--- src/rtl/multicycle_pkg.sv ---
// Shared types and encodings for the multicycle controller: state enum,
// instruction field codes, ALU operation codes and writeback-source codes.
package multicycle_pkg;

  typedef enum logic [4:0] {
    S_FETCH,
    S_FETCH_WAIT,
    S_FETCH_LD,
    S_DECODE,
    S_EXEC_R,
    S_WB_R,
    S_EXEC_I,
    S_WB_I,
    S_MEM_ADDR,
    S_MEM_ACC,
    S_MEM_WAIT,
    S_WB_MEM,
    S_BRANCH,
    S_LUI_WB,
    S_JUMP,
    S_JAL,
    S_EXC,
    S_HALT
  } state_t;

  localparam logic [5:0] OP_RTYPE = 6'h00;
  localparam logic [5:0] OP_J     = 6'h02;
  localparam logic [5:0] OP_JAL   = 6'h03;
  localparam logic [5:0] OP_BEQ   = 6'h04;
  localparam logic [5:0] OP_BNE   = 6'h05;
  localparam logic [5:0] OP_ADDI  = 6'h08;
  localparam logic [5:0] OP_LUI   = 6'h0F;
  localparam logic [5:0] OP_LW    = 6'h23;
  localparam logic [5:0] OP_SW    = 6'h2B;

  localparam logic [5:0] FN_HALT = 6'h0D;
  localparam logic [5:0] FN_ADD  = 6'h20;
  localparam logic [5:0] FN_SUB  = 6'h22;
  localparam logic [5:0] FN_AND  = 6'h24;
  localparam logic [5:0] FN_OR   = 6'h25;
  localparam logic [5:0] FN_SLT  = 6'h2A;

  localparam logic [2:0] ALU_AND = 3'd0;
  localparam logic [2:0] ALU_OR  = 3'd1;
  localparam logic [2:0] ALU_ADD = 3'd2;
  localparam logic [2:0] ALU_SUB = 3'd6;
  localparam logic [2:0] ALU_SLT = 3'd7;

  localparam logic [3:0] M2R_ALU       = 4'd0;
  localparam logic [3:0] M2R_LT        = 4'd1;
  localparam logic [3:0] M2R_MDR       = 4'd3;
  localparam logic [3:0] M2R_PC        = 4'd4;
  localparam logic [3:0] M2R_EXC_CONST = 4'd5;
  localparam logic [3:0] M2R_LUI       = 4'd7;

  // One bundle of every controller output, so the whole set can be zeroed at once.
  typedef struct packed {
    logic       pc_write;
    logic       pc_write_cond;
    logic       branch_ne;
    logic       i_or_d;
    logic       mem_write;
    logic       ir_write;
    logic       reg_write;
    logic [1:0] reg_dst;
    logic       alu_src_a;
    logic [1:0] alu_src_b;
    logic [2:0] alu_op;
    logic [1:0] pc_source;
    logic [3:0] mem_to_reg;
    logic       epc_write;
    logic       halted;
  } ctrl_t;

  function automatic logic is_rtype_alu(input logic [5:0] fn);
    return (fn == FN_ADD) || (fn == FN_SUB) || (fn == FN_AND) ||
           (fn == FN_OR)  || (fn == FN_SLT);
  endfunction

  function automatic logic [2:0] alu_from_funct(input logic [5:0] fn);
    case (fn)
      FN_SUB:  return ALU_SUB;
      FN_AND:  return ALU_AND;
      FN_OR:   return ALU_OR;
      FN_SLT:  return ALU_SLT;
      default: return ALU_ADD;
    endcase
  endfunction

endpackage

--- src/rtl/multicycle_ctrl_if.sv ---
// Bundle between the controller and the datapath: IR decode fields and ALU
// flags in, every mux select and write enable out.
interface multicycle_ctrl_if;
  logic [5:0] opcode;
  logic [5:0] funct;
  logic       zero;
  logic       overflow;

  logic       pc_write;
  logic       pc_write_cond;
  logic       branch_ne;
  logic       i_or_d;
  logic       mem_write;
  logic       ir_write;
  logic       reg_write;
  logic [1:0] reg_dst;
  logic       alu_src_a;
  logic [1:0] alu_src_b;
  logic [2:0] alu_op;
  logic [1:0] pc_source;
  logic [3:0] mem_to_reg;
  logic       epc_write;
  logic       halted;

  modport master (
    input  opcode, funct, zero, overflow,
    output pc_write, pc_write_cond, branch_ne, i_or_d, mem_write, ir_write,
           reg_write, reg_dst, alu_src_a, alu_src_b, alu_op, pc_source,
           mem_to_reg, epc_write, halted
  );

  modport slave (
    output opcode, funct, zero, overflow,
    input  pc_write, pc_write_cond, branch_ne, i_or_d, mem_write, ir_write,
           reg_write, reg_dst, alu_src_a, alu_src_b, alu_op, pc_source,
           mem_to_reg, epc_write, halted
  );
endinterface

--- src/rtl/multicycle_ctrl_mem_wait_counter.sv ---
// Load/decrement counter used to count out the fixed memory latency.
// done is raised on the last wait cycle; the count saturates at zero.
module mem_wait_counter #(
  parameter int W = 3
) (
  input  logic         clk,
  input  logic         srst,
  input  logic         load,
  input  logic         dec,
  input  logic [W-1:0] load_val,
  output logic         done
);

  logic [W-1:0] cnt_reg;

  always_ff @(posedge clk) begin
    if (srst) begin
      cnt_reg <= '0;
    end else if (load) begin
      cnt_reg <= load_val;
    end else if (dec && (cnt_reg != '0)) begin
      cnt_reg <= cnt_reg - W'(1);
    end
  end

  assign done = (cnt_reg <= W'(1));

endmodule

--- src/rtl/multicycle_ctrl.sv ---
// Moore control FSM for the multicycle 32-bit datapath.
// Optional build macro CTRL_OVF_TRAP_EN: signed overflow on add/sub/addi traps to EXC.
module multicycle_ctrl
  import multicycle_pkg::*;
#(
  parameter int         MEM_WAIT    = 2,
  parameter logic [1:0] EXC_VEC_SEL = 2'd3
) (
  input  logic                clk,
  input  logic                reset,
  multicycle_ctrl_if.master   bus
);

  localparam logic [2:0] WAIT_LOAD = 3'(MEM_WAIT);
  localparam bit         NO_WAIT   = (MEM_WAIT == 0);

  state_t state_reg;
  state_t state_next;
  ctrl_t  ctrl_next;
  ctrl_t  ctrl_out;
  logic   cnt_load;
  logic   cnt_dec;
  logic   cnt_done;
  logic   is_sw;
  state_t mem_done_state;

  mem_wait_counter #(.W(3)) u_wait (
    .clk      (clk),
    .srst     (reset),
    .load     (cnt_load),
    .dec      (cnt_dec),
    .load_val (WAIT_LOAD),
    .done     (cnt_done)
  );

  always_ff @(posedge clk) begin
    if (reset) begin
      state_reg <= S_FETCH;
    end else begin
      state_reg <= state_next;
    end
  end

  assign is_sw          = (bus.opcode == OP_SW);
  assign mem_done_state = is_sw ? S_FETCH : S_WB_MEM;

  always_comb begin
    state_next = state_reg;
    ctrl_next  = '0;
    cnt_load   = 1'b0;
    cnt_dec    = 1'b0;

    case (state_reg)
      S_FETCH: begin
        cnt_load   = 1'b1;
        state_next = NO_WAIT ? S_FETCH_LD : S_FETCH_WAIT;
      end

      S_FETCH_WAIT: begin
        cnt_dec = 1'b1;
        if (cnt_done) state_next = S_FETCH_LD;
      end

      S_FETCH_LD: begin
        ctrl_next.ir_write  = 1'b1;
        ctrl_next.alu_src_b = 2'd1;
        ctrl_next.alu_op    = ALU_ADD;
        ctrl_next.pc_write  = 1'b1;
        state_next          = S_DECODE;
      end

      S_DECODE: begin
        // Branch target is computed speculatively into ALUOut here.
        ctrl_next.alu_src_b = 2'd3;
        ctrl_next.alu_op    = ALU_ADD;
        case (bus.opcode)
          OP_RTYPE: begin
            if (bus.funct == FN_HALT)          state_next = S_HALT;
            else if (is_rtype_alu(bus.funct))  state_next = S_EXEC_R;
            else                               state_next = S_EXC;
          end
          OP_ADDI:         state_next = S_EXEC_I;
          OP_LW, OP_SW:    state_next = S_MEM_ADDR;
          OP_BEQ, OP_BNE:  state_next = S_BRANCH;
          OP_LUI:          state_next = S_LUI_WB;
          OP_J:            state_next = S_JUMP;
          OP_JAL:          state_next = S_JAL;
          default:         state_next = S_EXC;
        endcase
      end

      S_EXEC_R: begin
        ctrl_next.alu_src_a = 1'b1;
        ctrl_next.alu_op    = alu_from_funct(bus.funct);
        state_next          = S_WB_R;
`ifdef CTRL_OVF_TRAP_EN
        if (bus.overflow && ((bus.funct == FN_ADD) || (bus.funct == FN_SUB)))
          state_next = S_EXC;
`endif
      end

      S_WB_R: begin
        ctrl_next.reg_write  = 1'b1;
        ctrl_next.reg_dst    = 2'd1;
        ctrl_next.mem_to_reg = (bus.funct == FN_SLT) ? M2R_LT : M2R_ALU;
        state_next           = S_FETCH;
      end

      S_EXEC_I: begin
        ctrl_next.alu_src_a = 1'b1;
        ctrl_next.alu_src_b = 2'd2;
        ctrl_next.alu_op    = ALU_ADD;
        state_next          = S_WB_I;
`ifdef CTRL_OVF_TRAP_EN
        if (bus.overflow) state_next = S_EXC;
`endif
      end

      S_WB_I: begin
        ctrl_next.reg_write  = 1'b1;
        ctrl_next.mem_to_reg = M2R_ALU;
        state_next           = S_FETCH;
      end

      S_MEM_ADDR: begin
        ctrl_next.alu_src_a = 1'b1;
        ctrl_next.alu_src_b = 2'd2;
        ctrl_next.alu_op    = ALU_ADD;
        state_next          = S_MEM_ACC;
      end

      S_MEM_ACC: begin
        ctrl_next.i_or_d    = 1'b1;
        ctrl_next.mem_write = is_sw;
        cnt_load            = 1'b1;
        state_next          = NO_WAIT ? mem_done_state : S_MEM_WAIT;
      end

      S_MEM_WAIT: begin
        // Address and write strobe stay up until the memory has absorbed them.
        ctrl_next.i_or_d    = 1'b1;
        ctrl_next.mem_write = is_sw;
        cnt_dec             = 1'b1;
        if (cnt_done) state_next = mem_done_state;
      end

      S_WB_MEM: begin
        ctrl_next.reg_write  = 1'b1;
        ctrl_next.mem_to_reg = M2R_MDR;
        state_next           = S_FETCH;
      end

      S_BRANCH: begin
        ctrl_next.alu_src_a     = 1'b1;
        ctrl_next.alu_op        = ALU_SUB;
        ctrl_next.pc_write_cond = 1'b1;
        ctrl_next.pc_source     = 2'd1;
        ctrl_next.branch_ne     = (bus.opcode == OP_BNE);
        state_next              = S_FETCH;
      end

      S_LUI_WB: begin
        ctrl_next.reg_write  = 1'b1;
        ctrl_next.mem_to_reg = M2R_LUI;
        state_next           = S_FETCH;
      end

      S_JUMP: begin
        ctrl_next.pc_write  = 1'b1;
        ctrl_next.pc_source = 2'd2;
        state_next          = S_FETCH;
      end

      S_JAL: begin
        ctrl_next.reg_write  = 1'b1;
        ctrl_next.reg_dst    = 2'd2;
        ctrl_next.mem_to_reg = M2R_PC;
        ctrl_next.pc_write   = 1'b1;
        ctrl_next.pc_source  = 2'd2;
        state_next           = S_FETCH;
      end

      S_EXC: begin
        ctrl_next.epc_write  = 1'b1;
        ctrl_next.pc_write   = 1'b1;
        ctrl_next.pc_source  = EXC_VEC_SEL;
        ctrl_next.reg_write  = 1'b1;
        ctrl_next.reg_dst    = 2'd2;
        ctrl_next.mem_to_reg = M2R_EXC_CONST;
        state_next           = S_FETCH;
      end

      S_HALT: begin
        ctrl_next.halted = 1'b1;
      end

      default: begin
        state_next = S_FETCH;
      end
    endcase
  end

  // Outputs are forced quiet while reset is asserted so an aborted instruction writes nothing.
  assign ctrl_out = reset ? '0 : ctrl_next;

  assign bus.pc_write      = ctrl_out.pc_write;
  assign bus.pc_write_cond = ctrl_out.pc_write_cond;
  assign bus.branch_ne     = ctrl_out.branch_ne;
  assign bus.i_or_d        = ctrl_out.i_or_d;
  assign bus.mem_write     = ctrl_out.mem_write;
  assign bus.ir_write      = ctrl_out.ir_write;
  assign bus.reg_write     = ctrl_out.reg_write;
  assign bus.reg_dst       = ctrl_out.reg_dst;
  assign bus.alu_src_a     = ctrl_out.alu_src_a;
  assign bus.alu_src_b     = ctrl_out.alu_src_b;
  assign bus.alu_op        = ctrl_out.alu_op;
  assign bus.pc_source     = ctrl_out.pc_source;
  assign bus.mem_to_reg    = ctrl_out.mem_to_reg;
  assign bus.epc_write     = ctrl_out.epc_write;
  assign bus.halted        = ctrl_out.halted;

endmodule

--- src/flat_wrapper.sv ---
// flat-port wrapper written by rule: the top's interface ports become plain ports
module multicycle_ctrl_flat import multicycle_pkg::*;
#(
  parameter int         MEM_WAIT    = 2,
  parameter logic [1:0] EXC_VEC_SEL = 2'd3
)
  (clk, reset, bus_opcode, bus_funct, bus_zero, bus_overflow, bus_pc_write, bus_pc_write_cond, bus_branch_ne, bus_i_or_d, bus_mem_write, bus_ir_write, bus_reg_write, bus_reg_dst, bus_alu_src_a, bus_alu_src_b, bus_alu_op, bus_pc_source, bus_mem_to_reg, bus_epc_write, bus_halted);
  multicycle_ctrl_if bus_i ();
  input  logic clk;
  input  logic reset;
  input wire logic [$bits(bus_i.opcode)-1:0] bus_opcode;
  input wire logic [$bits(bus_i.funct)-1:0] bus_funct;
  input wire logic [$bits(bus_i.zero)-1:0] bus_zero;
  input wire logic [$bits(bus_i.overflow)-1:0] bus_overflow;
  output wire logic [$bits(bus_i.pc_write)-1:0] bus_pc_write;
  output wire logic [$bits(bus_i.pc_write_cond)-1:0] bus_pc_write_cond;
  output wire logic [$bits(bus_i.branch_ne)-1:0] bus_branch_ne;
  output wire logic [$bits(bus_i.i_or_d)-1:0] bus_i_or_d;
  output wire logic [$bits(bus_i.mem_write)-1:0] bus_mem_write;
  output wire logic [$bits(bus_i.ir_write)-1:0] bus_ir_write;
  output wire logic [$bits(bus_i.reg_write)-1:0] bus_reg_write;
  output wire logic [$bits(bus_i.reg_dst)-1:0] bus_reg_dst;
  output wire logic [$bits(bus_i.alu_src_a)-1:0] bus_alu_src_a;
  output wire logic [$bits(bus_i.alu_src_b)-1:0] bus_alu_src_b;
  output wire logic [$bits(bus_i.alu_op)-1:0] bus_alu_op;
  output wire logic [$bits(bus_i.pc_source)-1:0] bus_pc_source;
  output wire logic [$bits(bus_i.mem_to_reg)-1:0] bus_mem_to_reg;
  output wire logic [$bits(bus_i.epc_write)-1:0] bus_epc_write;
  output wire logic [$bits(bus_i.halted)-1:0] bus_halted;
  assign bus_i.opcode = bus_opcode;
  assign bus_i.funct = bus_funct;
  assign bus_i.zero = bus_zero;
  assign bus_i.overflow = bus_overflow;
  assign bus_pc_write = bus_i.pc_write;
  assign bus_pc_write_cond = bus_i.pc_write_cond;
  assign bus_branch_ne = bus_i.branch_ne;
  assign bus_i_or_d = bus_i.i_or_d;
  assign bus_mem_write = bus_i.mem_write;
  assign bus_ir_write = bus_i.ir_write;
  assign bus_reg_write = bus_i.reg_write;
  assign bus_reg_dst = bus_i.reg_dst;
  assign bus_alu_src_a = bus_i.alu_src_a;
  assign bus_alu_src_b = bus_i.alu_src_b;
  assign bus_alu_op = bus_i.alu_op;
  assign bus_pc_source = bus_i.pc_source;
  assign bus_mem_to_reg = bus_i.mem_to_reg;
  assign bus_epc_write = bus_i.epc_write;
  assign bus_halted = bus_i.halted;
  multicycle_ctrl #(.MEM_WAIT(MEM_WAIT), .EXC_VEC_SEL(EXC_VEC_SEL)) u_core (.clk(clk), .reset(reset), .bus(bus_i));
endmodule
--- config.mk ---
export PLATFORM = sky130hd
export DESIGN_NAME = multicycle_ctrl_flat
export DESIGN_NICKNAME = d
export VERILOG_FILES = /design/src/rtl/multicycle_pkg.sv /design/src/rtl/multicycle_ctrl_if.sv /design/src/rtl/multicycle_ctrl_mem_wait_counter.sv /design/src/rtl/multicycle_ctrl.sv /design/src/flat_wrapper.sv
export SDC_FILE = /design/constraint.sdc
export NUM_CORES = 1
export LEC_CHECK = 0
export ABC_AREA = 1
export CORE_MARGIN = 2
export CORE_UTILIZATION = 50
export CTS_BUF_LIST = sky130_fd_sc_hd__clkbuf_4
export DETAILED_ROUTE_END_ITERATION = 16
export HOLD_SLACK_MARGIN = 0.12
export PLACE_DENSITY = 0.84
export RECOVER_POWER = 50
export SETUP_SLACK_MARGIN = 0.4
export SLEW_MARGIN = 20
export SYNTH_ARGS = -nofsm -noshare
export SYNTH_HDL_FRONTEND = slang
export SYNTH_SLANG_ARGS = --single-unit
--- constraint.sdc ---
create_clock -name clk -period 3.05 [get_ports clk]
set_input_delay 0.305 -clock clk [delete_from_list [all_inputs] [get_ports clk]]
set_output_delay 0.305 -clock clk [all_outputs]
set_load 0.005 [all_outputs]
# [Word-level counts from Yosys, hierarchy flattened]
# Index checks and enable logic that the tools add are counted.
[classes] eq_ne=33 n_mux=27 n_lt_le_gt_ge=1 add_sub_neg=1 bitwise=1 n_reduce_logical=23
[op_table] operator="5-bit case mux with 10 select lines" count=1
[op_table] operator="6-bit == test, second input constant" count=7
[op_table] operator="5-bit by 4-bit == test with 1-bit output, second input constant" count=8
[op_table] operator="5-bit case mux with 7 select lines" count=1
[op_table] operator="23-bit 2-to-1 mux" count=1
[op_table] operator="5-bit by 3-bit == test with 1-bit output, second input constant" count=4
[op_table] operator="5-bit 2-to-1 mux" count=4
[op_table] operator="4-bit case mux with 5 select lines" count=1
[op_table] operator="6-bit by 4-bit == test with 1-bit output, second input constant" count=3
[op_table] operator="2-bit OR reduction" count=9
[op_table] operator="6-bit by 2-bit == test with 1-bit output, second input constant" count=2
[op_table] operator="6-bit by 3-bit == test with 1-bit output, second input constant" count=2
[op_table] operator="2-bit case mux with 3 select lines" count=2
[op_table] operator="3-bit case mux with 4 select lines" count=1
[op_table] operator="4-bit OR reduction" count=3
[op_table] operator="5-bit by 2-bit == test with 1-bit output, second input constant" count=2
[op_table] operator="5-bit == test, second input constant" count=2
[op_table] operator="1-bit 2-to-1 mux" count=9
[op_table] operator="3-bit case mux with 3 select lines" count=1
[op_table] operator="2-bit 2-to-1 mux" count=4
[op_table] operator="6-bit logical NOT" count=1
[op_table] operator="6-bit OR reduction" count=1
[op_table] operator="5-bit by 1-bit == test with 1-bit output, second input constant" count=1
[op_table] operator="5-bit logical NOT" count=1
[op_table] operator="11 further kinds" count=15
[totals] elab_cells=89 in_bits=16 output_inout_bits=23 reg_bits=8

# [Logic depth before layout (Yosys ltp)]
[depth] word_depth=9 ltp_mapped=10 mapped_depth_nobuf=10

# [Cells and area by module]
# Synthesis repeated with hierarchy kept, for this count alone.
[hier_totals] cells_unflattened=215 hier_area_um2=1147.4
[by_module_without_submodules] mod="multicycle_ctrl" cells_each=181 seq_area_each_um2=100.1 area_each_um2=914.6 instances=1
[by_module_without_submodules] mod="mem_wait_counter" cells_each=34 seq_area_each_um2=60.1 area_each_um2=232.7 instances=1

# [Least setup slack after synthesis]
# No wires, ideal clock.
[synth_path] path_type="reg-to-output" startpoint="register u_core.state_reg[0]" endpoint="output bus_branch_ne" arrival_ns=1.100 t_required_ns=2.745 path_buffers=0 path_slack_ns=1.645 path_stages_with_launch=8 cell_sequence="dfxtp_1 -> nor2_1 -> nand2_2 -> nor2_1 -> inv_1 -> nor2_1 -> inv_1 -> nor2_1"
[synth_via] elab_chain_cells=3
[synth_lines] item="start, declared" line_no="multicycle_ctrl.sv:17" source="state_t state_reg;"
[synth_lines] item="start signal, assigned" line_no="multicycle_ctrl.sv:40" source="state_reg <= state_next;"
[synth_lines] item="5-bit by 4-bit == test with 1-bit output" line_no="multicycle_ctrl.sv:53" source="case (state_reg)"
[synth_lines] item="2-bit 2-to-1 mux" line_no="multicycle_ctrl.sv:53"
[synth_lines] item="23-bit 2-to-1 mux" line_no="multicycle_ctrl.sv:204" source="assign ctrl_out = reset ? '0 : ctrl_next;"
[synth_lines] item="end, declared" line_no="flat_wrapper.sv:17" source="output wire logic [$bits(bus_i.branch_ne)-1:0] bus_branch_ne;"
# No other way between the ends.

# [Worst setup path after layout]
[layout_path] startpoint="register u_core.state_reg[1]" endpoint="output bus_alu_src_b[1]"
[layout_via] elab_chain_cells=4 elab_cells_between_ends=7 classes_between="4 x eq/ne; 2 x mux; 1 x reduce/logical"
[layout_lines] item="5-bit by 3-bit == test with 1-bit output or 5-bit by 4-bit == test with 1-bit output (tied branches)" line_no="multicycle_ctrl.sv:53"
[layout_lines] item="2-bit OR reduction (no source line)"
[layout_lines] item="2-bit case mux with 3 select lines (*)" line_no="multicycle_ctrl.sv:53"
[layout_lines] item="23-bit 2-to-1 mux (*)" line_no="multicycle_ctrl.sv:204"
[layout_lines] item="end, declared" line_no="flat_wrapper.sv:24" source="output wire logic [$bits(bus_i.alu_src_b)-1:0] bus_alu_src_b;"
# Every way passes the cells marked *; elsewhere a longest branch is shown, timed or not.

==> flow_metrics.env <==
export IMPL_fin_nets=258
export IMPL_design_core_area_sq_um=2148
export IMPL_r2r_cells=8
export IMPL_cts_tree="done"
export IMPL_drv_cap=0
export IMPL_setup_tns_ns=0
export IMPL_die_h_um=51.19
export IMPL_clockRootBuffer="clkbuf_4"
export IMPL_vias_per_cell=5.147
export IMPL_die_w_um=51.19
export IMPL_dieArea_sq_um=2620
export IMPL_r2r_start="u_core.state_reg[1]"
export IMPL_met2_usage_pct=45.02
export IMPL_netlist_instances=201
export IMPL_ir_drop_mv=0.4881
export IMPL_setup_viol=0
export IMPL_dr_pass1_iters=4
export IMPL_p_per_area_nw_per_um2=429.0
export IMPL_post_place_cells=262
export IMPL_syn_area_sq_um=1114
export IMPL_synth_top_area_share_pct=15.84
export IMPL_hold_path_class="reg2reg"
export IMPL_max_freq_mhz=392.1
export IMPL_post_cts_resized=0
export IMPL_fill_cells=213
export IMPL_grt_busiest_layer="met2"
export IMPL_ant_nets=0
export IMPL_status="complete, no violations"
export IMPL_cpPeakStageDelay_ns=0.49
export IMPL_rows=17
export IMPL_gp_congestion=0.8899
export IMPL_clkSlewWorstSetupHoldPaths_ns=0.05
export IMPL_dp_hpwl_mm=2.484
export IMPL_crit_chain="inv_1 -> nor2_1 -> nand2_2 -> nor2_1 -> o31ai_1 -> inv_1 -> clkdlybuf4s50_1"
export IMPL_area_growth_pct=31.80
export IMPL_grt_usage_pct=24.28
export IMPL_clkLatencyLatePin_ns=0.25
export IMPL_synthArstFlopShare_pct=0
export IMPL_path_class="reg2out"
export IMPL_synth_enable_flop_cells=0
export IMPL_grt_ovfl_total=0
export IMPL_hold_path_cell_count=2
export IMPL_synth_flop_cell="dfxtp_1"
export IMPL_r2r_slack_ns=1.26
export IMPL_antenna_found_initial=0
export IMPL_start_kind="flip-flop"
export IMPL_h_tree_depth=1
export IMPL_gr_usage_met1_pct=29.55
export IMPL_hold_end="u_core.u_wait.cnt_reg[0]"
export IMPL_drc=0
export IMPL_final_cells=265
export IMPL_cts_buffers=3
export IMPL_worst_pin_slew_ns=0.7955
export IMPL_clkSinkCount=8
export IMPL_hold_viol=0
export IMPL_period_share_pct=83.62
export IMPL_ys_ff_latch=8
export IMPL_relSlewSlack_pct=46.97
export IMPL_grt_max_degree=20
export IMPL_r2r_end="u_core.state_reg[1]"
export IMPL_syn_mean_instance_area_sq_um=5.540
export IMPL_cpMaxStageDelayCell="clkdlybuf4s50_1"
export IMPL_drive_above_1_share_pct=9.283
export IMPL_p_leak_nw=0.7063
export IMPL_worst_endpoint_arrival_ns=2.25
export IMPL_ys_types=28
export IMPL_cp_end_kind="primary output"
export IMPL_min_from="u_core.u_wait.cnt_reg[0]"
export IMPL_ys_top_cells_by_area="nand2_1, dfxtp_1, nor2_1"
export IMPL_first_iter_violations=50
export IMPL_grt_use_met3_pct=3.509
export IMPL_first_global_vias=1255
export IMPL_rsz0062_at_grt="no"
export IMPL_largest_reg_flops=5
export IMPL_synth_top_area_cell="nand2_1"
export IMPL_skew_ns=0.001002
export IMPL_wl_mm=2.952
export IMPL_ys_seq_area_share_pct=14.38
export IMPL_critPathRequiredTime_ns=2.74
export IMPL_ys_warn_count=0
export IMPL_cts_buffer_depth=2
export IMPL_yosysMostFrequentCell="nand2_1"
export IMPL_min_period_ns=2.550
export IMPL_io_buffers=35
export IMPL_drv_slew=0
export IMPL_grt_first_pass_wirelength_mm=5.030
export IMPL_synth_fp_nets=220
export IMPL_diodes=0
export IMPL_holdWs_ns=0.5361
export IMPL_ys_top_cells_by_count="nand2_1, nor2_1, inv_1"
export IMPL_wire_per_inst_um=11.14
export IMPL_cp_max_fo=6
export IMPL_io_pins=39
export IMPL_dr_total_vias=1364
export IMPL_postCtsSetupBuffers=0
export IMPL_initial_core_util_pct=51.83
export IMPL_postCtsHoldBufs=0
## layout make-up
class	count	area, sq um	share of cell area, %
Clock buffer	3	22.52	1.535
Sequential cell	8	160.2	10.91
Timing Repair Buffer	36	354.1	24.13
Tap cell	28	35.03	2.387
Inverter	36	135.1	9.207
Multi-Input combinational cell	154	760.7	51.83
## critical path, delay by kind of cell, from the launching register on
kind            cells  cell delay, ns
simple gates        3            0.83
compound gates      1            0.11
buf+inv             3            0.66
flops               1            0.41
## placed cells by master, fill, tap and decap left out, types with 3 or more instances in the layout
cell type        netlist  final
a21oi_1                8      9
a31oi_1                5      5
clkbuf_4               0      3
clkdlybuf4s50_1        0     32
dfxtp_1                8      8
dlygate4sd3_1          0      3
ha_1                   3      3
inv_1                 31     33
inv_2                  5      3
nand2_1               47     48
nand2_2                6      5
nand3_1               11     11
nand4_1                4      4
nor2_1                36     41
nor2_2                 6      4
nor3_1                 3      3
o21ai_0                5      5
## through the flow
stage	utilization [%]	instance area [sq um]	power, mW	setup WS (ns)
finish	68.32	1468	0.6296	0.4995
CTS	70.47	1514	0.6608	0.7270
floorplan	-	1114	0.4574	1.645
global route	68.32	1468	0.6904	0.3457
detailed placement	69.42	1491	0.5771	0.7287
global placement	69.42	1491	0.5660	0.8144
## power breakdown
| part | leakage (nW) | switching, mW | internal, mW |
|---|---|---|---|
| registers | 0.0654 | 0.0294 | 0.127 |
| logic | 0.627 | 0.243 | 0.150 |
| clock network | 0.0138 | 0.0354 | 0.0450 |
## cells by family after synthesis
| kind of cell | count (synthesis) | share of synthesized area [%] |
|---|---|---|
| and+or+nand+nor | 123 | 53.37 |
| buffers and inverters | 39 | 13.48 |
| AOI/OAI and AO/OA | 27 | 15.06 |
| DFF | 8 | 14.38 |
| adders and majority gates | 3 | 3.371 |
| other | 1 | 0.3368 |
## worst max-delay path by stage
stage	from	end	slack, ns	depth (start not counted)
3_3_place_gp	bus_funct[1]	bus_mem_to_reg[0]	0.81	7
4_1_cts	bus_funct[1]	bus_mem_to_reg[0]	0.73	7
6_report	u_core.state_reg[1]	bus_alu_src_b[1]	0.50	7
3_5_place_dp	bus_funct[1]	bus_mem_to_reg[0]	0.73	7
2_1_floorplan	u_core.state_reg[0]	bus_branch_ne	1.65	7
5_1_grt	u_core.state_reg[1]	bus_alu_src_b[1]	0.35	7
## layer usage
metal	vias up	routed length (um)
met5	-	0
met4	0	19
met3	2	173
met2	47	1440
met1	603	1319
li1	712	-
Power figures use the tool's default switching activity.
